**src/rtl/pipeline_hazard_ctrl.sv**
```systemverilog
// Stall/bubble scheduler for the D/E/M/W pipeline registers and the PC hold.
// It resolves data-memory waits, taken jumps, load-use interlocks and fetch misses, and counts stall cycles.
module pipeline_hazard_ctrl #(
    parameter int TIMEOUT = 256,
    parameter int CNT_W   = 32
) (
    input  logic             clk_i,
    input  logic             resetn_i,
    input  logic [4:0]       d_rs_i,
    input  logic [4:0]       d_rt_i,
    input  logic             d_use_rs_i,
    input  logic             d_use_rt_i,
    input  logic [4:0]       e_rn_i,
    input  logic             e_wreg_i,
    input  logic             e_m2reg_i,
    input  logic             m_do_jmp_i,
    input  logic             dmem_req_i,
    input  logic             dmem_ack_i,
    input  logic             imem_ready_i,
    output logic             f_stall_o,
    output logic             d_stall_o,
    output logic             d_bubble_o,
    output logic             e_stall_o,
    output logic             e_bubble_o,
    output logic             m_stall_o,
    output logic             m_bubble_o,
    output logic             w_bubble_o,
    output logic             bus_err_o,
    output logic [CNT_W-1:0] perf_stall_cnt_o
);
    localparam int WC_W = $clog2(TIMEOUT);
    localparam logic [WC_W-1:0] WC_LAST = WC_W'(TIMEOUT - 1);

    typedef enum logic {IDLE, MEM_WAIT} state_e;

    state_e            state_q, state_d;
    logic [WC_W-1:0]   wait_cnt_q, wait_cnt_d;
    logic              bus_err_q, bus_err_d;
    logic [CNT_W-1:0]  perf_q, perf_d;

    logic wait_last, mem_busy, load_use;

    // On the last wait cycle the access is abandoned, so the pipeline is released that same cycle.
    assign wait_last = (state_q == MEM_WAIT) && (wait_cnt_q == WC_LAST);
    assign mem_busy  = dmem_req_i && !dmem_ack_i && !wait_last;
    assign load_use  = e_wreg_i && e_m2reg_i && (e_rn_i != 5'd0) &&
                       ((d_use_rs_i && (d_rs_i == e_rn_i)) ||
                        (d_use_rt_i && (d_rt_i == e_rn_i)));

    always_comb begin
        state_d    = state_q;
        wait_cnt_d = wait_cnt_q;
        bus_err_d  = 1'b0;
        case (state_q)
            IDLE: begin
                if (dmem_req_i && !dmem_ack_i) begin
                    state_d    = MEM_WAIT;
                    wait_cnt_d = WC_W'(1);
                end
            end
            MEM_WAIT: begin
                if (dmem_ack_i) begin
                    state_d = IDLE;
                end else if (wait_last) begin
                    state_d   = IDLE;
                    bus_err_d = 1'b1;
                end else begin
                    wait_cnt_d = wait_cnt_q + WC_W'(1);
                end
            end
            default: state_d = IDLE;
        endcase
    end

    always_comb begin
        f_stall_o  = 1'b0;
        d_stall_o  = 1'b0;
        d_bubble_o = 1'b0;
        e_stall_o  = 1'b0;
        e_bubble_o = 1'b0;
        m_stall_o  = 1'b0;
        m_bubble_o = 1'b0;
        w_bubble_o = 1'b0;
        if (!resetn_i) begin
            d_bubble_o = 1'b1;
            e_bubble_o = 1'b1;
            m_bubble_o = 1'b1;
            w_bubble_o = 1'b1;
        end else if (mem_busy) begin
            f_stall_o  = 1'b1;
            d_stall_o  = 1'b1;
            e_stall_o  = 1'b1;
            m_stall_o  = 1'b1;
            w_bubble_o = 1'b1;
        end else if (m_do_jmp_i) begin
            d_bubble_o = 1'b1;
            e_bubble_o = 1'b1;
            m_bubble_o = 1'b1;
        end else begin
            // A held D beats a fetch-miss bubble when both hazards are present.
            if (load_use) begin
                f_stall_o  = 1'b1;
                d_stall_o  = 1'b1;
                e_bubble_o = 1'b1;
            end
            if (!imem_ready_i) begin
                f_stall_o = 1'b1;
                if (!load_use) d_bubble_o = 1'b1;
            end
        end
    end

    assign perf_d = (f_stall_o && (perf_q != {CNT_W{1'b1}})) ? perf_q + CNT_W'(1) : perf_q;

    always_ff @(posedge clk_i) begin
        if (!resetn_i) begin
            state_q    <= IDLE;
            wait_cnt_q <= '0;
            bus_err_q  <= 1'b0;
            perf_q     <= '0;
        end else begin
            state_q    <= state_d;
            wait_cnt_q <= wait_cnt_d;
            bus_err_q  <= bus_err_d;
            perf_q     <= perf_d;
        end
    end

    assign bus_err_o        = bus_err_q;
    assign perf_stall_cnt_o = perf_q;
endmodule

```
**config.mk**
```make
export PLATFORM = sky130hd
export DESIGN_NAME = pipeline_hazard_ctrl
export DESIGN_NICKNAME = d
export VERILOG_FILES = /design/src/rtl/pipeline_hazard_ctrl.sv
export SDC_FILE = /design/constraint.sdc
export NUM_CORES = 1
export LEC_CHECK = 0
export BUFFER_PORTS_ARGS = -buffer_cell sky130_fd_sc_hd__buf_2
export CORE_MARGIN = 2
export CORE_UTILIZATION = 47
export DETAILED_ROUTE_END_ITERATION = 8
export PLACE_DENSITY = 0.79
export SETUP_SLACK_MARGIN = 0.2
export SYNTH_ARGS = -nofsm -noshare
export SYNTH_HDL_FRONTEND = slang
export SYNTH_SLANG_ARGS = --single-unit
```
**constraint.sdc**
```tcl
create_clock -name clk_i -period 2 [get_ports clk_i]
set_input_delay 0.2 -clock clk_i [delete_from_list [all_inputs] [get_ports clk_i]]
set_output_delay 0.2 -clock clk_i [all_outputs]
set_load 0.005 [all_outputs]
```
Word level (Yosys, flattened, before mapping) --
Cells that the tools add are included.
Storage, ports and cells: register bits 42, latch bits 0, memory bits (writable) 0, ROM bits 0, input bits 25, output and inout bits 41, word-level logic and storage cells 61, memories kept 0
Operators by class: $add $sub $neg 2, multipliers 0, div/mod/pow operators 0, $lt $le $gt $ge 0, eq/ne operators 7, shift-type cells 0, muxes and demuxes 31, bitwise logic cells 2, reductions and logical operators 15
Operators by type and width (count):
- 32-bit by 1-bit adder with 32-bit output, second input constant | 1
- 32-bit inequality test, second input constant | 1
- 1-bit 2-to-1 mux | 26
- 8-bit 2-to-1 mux | 3
- 8-bit one-hot mux with 2 select lines | 1
- 5-bit == test | 2
- 1-bit logical AND | 9
- 8-bit by 1-bit adder with 8-bit output, second input constant | 1
- 8-bit == test, second input constant | 1
- 2-bit inequality test, second input constant | 3
- 5-bit nonzero test | 1
- 3-bit AND reduction | 1
- 3-bit OR reduction | 1
- 1-bit zero test | 2
- 1-bit NOT | 2
- 1-bit one-hot mux with 2 select lines | 1
- 1-bit logical OR | 1

Depth between registers and ports, before layout --
depth in word-level cells 10, mapped depth 9, gate-level depth less buffers 8

Worst setup path after synthesis --
OpenSTA, ideal clock, no wires.
path kind register to register, start register perf_q[0] (netlist: perf_stall_cnt_o[0]), end register perf_q[14] (netlist: perf_stall_cnt_o[14]), arrival 1874 ps, data required time 1929 ps, slack 55 ps, stages on the path, launching flop included 8, buffers on the path 1, period minus slack after synthesis 1945 ps, cells stage by stage dfxtp_1 > ha_1 > nand2_1 > nor4_1 > nand2_1 > clkbuf_1 > or3_1 > a21oi_1
Between the ends: longest elaborated chain between the ends 2, elaborated cells between the ends (all ways) 3
RTL lines:
- start, declared | RTL line 39 | logic [CNT_W-1:0] perf_q, perf_d;
- start signal, assigned | RTL line 125 | perf_q <= perf_d;
- parallel branches: the longest is 2 deep, another holds 32-bit by 1-bit adder with 32-bit output
Parallel ways; which one is timed is not known. A chain may end at the register's enable or synchronous reset.

Worst setup path in the final report --
start register wait_cnt_q[0], end register perf_q[26] (netlist: perf_stall_cnt_o[26])
Between the ends: longest elaborated chain between the ends 7
RTL lines:
- start, declared | RTL line 37 | logic [WC_W-1:0] wait_cnt_q, wait_cnt_d;
- start signal, assigned | RTL line 123 | wait_cnt_q <= wait_cnt_d;
- 8-bit == test | RTL line 44 | assign wait_last = (state_q == MEM_WAIT) && (wait_cnt_q == WC_LAST);
- 1-bit logical AND | RTL line 44
- 1-bit zero test | RTL line 45 | assign mem_busy = dmem_req_i && !dmem_ack_i && !wait_last;
- 1-bit logical AND | RTL line 45
- 1-bit 2-to-1 mux | RTL line 89 | end else if (mem_busy) begin
- 1-bit 2-to-1 mux | RTL line 84 | if (!resetn_i) begin
- 1-bit logical AND | RTL line 113 | assign perf_d = (f_stall_o && (perf_q != {CNT_W{1'b1}})) ? perf_q + CNT_W'(1) : perf_q;
No other way between the ends.

==> summary.txt <==
Core Region: 4820 um^2
synth warn: 0
HPWL after DPL: 4.39 mm
final std cells w/o fill: 463
Die Span X: 75.1 um
mapped cell area: 2380 um^2
initial antenna violation count: 0
total track usage: 24.7%
final hold vios: 0
Clock transition at path regs: 0.08 ns
HP Class: input pin to flop
reg2reg end: perf_stall_cnt_o[26]
FF-to-FF path depth: 9
drt drc: 0
final period utilization: 98.5%
crit path DAT: 2.20 ns
wire per inst: 17.4 um
post-place setup slack: -0.0219 ns
CTS tree: yes
crit-path max FO: 12
Final ANT Viol Nets: 0
# IOs: 66
Placer Congestion: 0.817
Synth Register Bits: 42
# port buffers: 65
Root Buffer: clkbuf_8
Tightest Pin Transition: 0.638 ns
fraction of layout cells with a size suffix above 1: 50.3%
CTS Buf Count: 5
pwr dens: 473 nW/um^2
Clock Skew: 0.0127 ns
CP Capture Type: flop
RR Startpoint: wait_cnt_q[0]
first-pass GRT wire length: 10.7 mm
worst setup margin: 0.0305 ns
DRT iter0 DRCs: 244
Syn Nets: 314
Max Slew Vio Count: 0
Post-Synthesis Cells: 287
row cnt: 25
RSZ-0062 raised after global routing: true
synth cell count leaders: dfxtp_1, nand2_1, a21oi_1, o31ai_1, nor2_1
Synth area leaders: dfxtp_1, a21oi_1, o31ai_1
Inst Count DP: 428
worst endpoint required time: 2.23 ns
clk sinks: 42
Total Wirelength: 8.08 mm
static leakage: 1.48 nW
most common cell in the netlist: dfxtp_1
die area: 5650 um^2
Worst Setup SP: wait_cnt_q[0]
largest net degree at the start of global routing: 31
area added between synthesis and finish: 53.1%
fin util: 75.6%
Seq/Total Area, Yosys: 35.3%
drt first pass iters: 5
Die Ht: 75.1 um
max-cap violation count: 0
largest area contributor in the netlist: dfxtp_1
top_reg_cell synth: dfxtp_1
post-route minimum period: 1.97 ns
Yosys cell types: 43
Startpoint Class: flop
share of the synthesized area in the top cell type: 35.3%
Post-Syn Area per Cell: 8.29 um^2
setup TNS: 0 ns
CTS max path bufs: 2
fraction of registers with async set/reset: 0%
drt via density: 6.16
setup slack, reg-to-reg: 0.03 ns
Max VDD drop: 408 uV
Final setup violation count: 0
Layout Nets: 422
cts hold-fix bufs: 0
critical path type: flop to flop
total gr overflow: 0
number of global-route vias before repair: 2416
Post-synth EDFFs: 0
f_max: 508 MHz
Initial Utilization: 49.4%
H-tree depth: 2
end of the critical path: perf_stall_cnt_o[26]
status: complete, no violations
Antenna Cells: 0
Vias: 2852
max_slew headroom: 57.0%
latest clock arrival within the worst-skew pair: 0.31 ns
-- layout make-up --
type,count,area [um^2]
repair buffers,117,877
clock buffers,6,82.6
multi-input cells,222,1680
inverters,7,28.8
well taps,67,83.8
fillers,320,1180
clock inverters,2,12.5
flip-flops and latches,42,881
-- power by group --
group | leakage (nW) | internal (mW) | total (mW) | switching [mW]
logic | 1.08 | 0.139 | 0.277 | 0.138
clock network | 0.0472 | 0.278 | 0.598 | 0.320
registers | 0.350 | 0.838 | 0.847 | 0.00880
total | 1.48 | 1.25 | 1.72 | 0.467
-- metal layers --
metal  global-route usage (%)  vias up  part of all wire (%)
met3                     5.22       41                   7.6
met1                     28.3     1349                    39
met4                     11.9        0                   4.2
met2                     43.6      161                    49
met5                        0        -                     0
li1                         -     1301                     -
-- flip-flops by register name (all words and copies together), names as in the netlist --
signal	cells
perf_stall_cnt_o	32
wait_cnt_q	8
bus_err_o	1
state_q	1
-- stage by stage --
| stage | power (mW) | hold slack (ns) | instance area (um^2) |
|---|---|---|---|
| 2_1_floorplan | 0.990 | 0.279 | 2420 |
| 3_3_place_gp | 1.07 | 0.426 | 2940 |
| 3_5_place_dp | 1.07 | 0.431 | 2940 |
| 4_1_cts | 1.67 | 0.107 | 3190 |
| 5_1_grt | 1.78 | 0.134 | 3640 |
| 6_report | 1.72 | 0.107 | 3640 |
-- worst min path at each step --
stage          slack, ns  cells past startpoint   endpoint        from
2_1_floorplan       0.28                      1  bus_err_o  dmem_ack_i
3_3_place_gp        0.43                      2  bus_err_o  dmem_ack_i
3_5_place_dp        0.43                      2  bus_err_o  dmem_ack_i
4_1_cts             0.11                      2  bus_err_o  dmem_ack_i
5_1_grt             0.13                      2  bus_err_o  dmem_ack_i
6_report            0.11                      2  bus_err_o  dmem_ack_i
-- placed cells by master (no fill, tap or decap), drive strengths merged, types with 5 or more instances in the layout --
| cell | n |
|---|---|
| buf | 114 |
| nand3 | 13 |
| nand4 | 16 |
| nor2 | 16 |
| a21oi | 28 |
| clkbuf | 9 |
| nand2 | 30 |
| o21ai | 18 |
| o31ai | 17 |
| inv | 7 |
| xnor2 | 10 |
| and3 | 6 |
| mux2i | 5 |
| or3 | 13 |
| or4 | 14 |
| nor3 | 5 |
| dfxtp | 42 |
-- cells by family (layout without fill, tap and decap cells) --
logic type      Yosys count  count (layout)  synth area share (%)
compound gates           74              74                  20.5
xor+xnor                 14              14                  5.15
fa+ha+maj                 2               2                  1.05
buf+inv                  23             132                  5.79
flops                    42              42                  35.3
mux                       5               5                  2.10
simple gates            127             127                  30.0
-- worst max-delay path, stage by stage, from the launching register on --
cell and delay, ns:
dfxtp_4 0.36, ha_4 0.16, nand4_1 0.10, o21bai_2 0.10, o21ai_2 0.09, a32oi_4 0.09
buf_12 0.16, buf_6 0.15, or4_1 0.53, a21oi_1 0.16
-- timing repair --
action,4_1_cts,5_1_grt
endpoints found under the setup margin,42,39
cloned,1,5
pin swaps,15,39
setup buffers,7,14
resized for setup,16,63
Power figures use the tool's default switching activity.
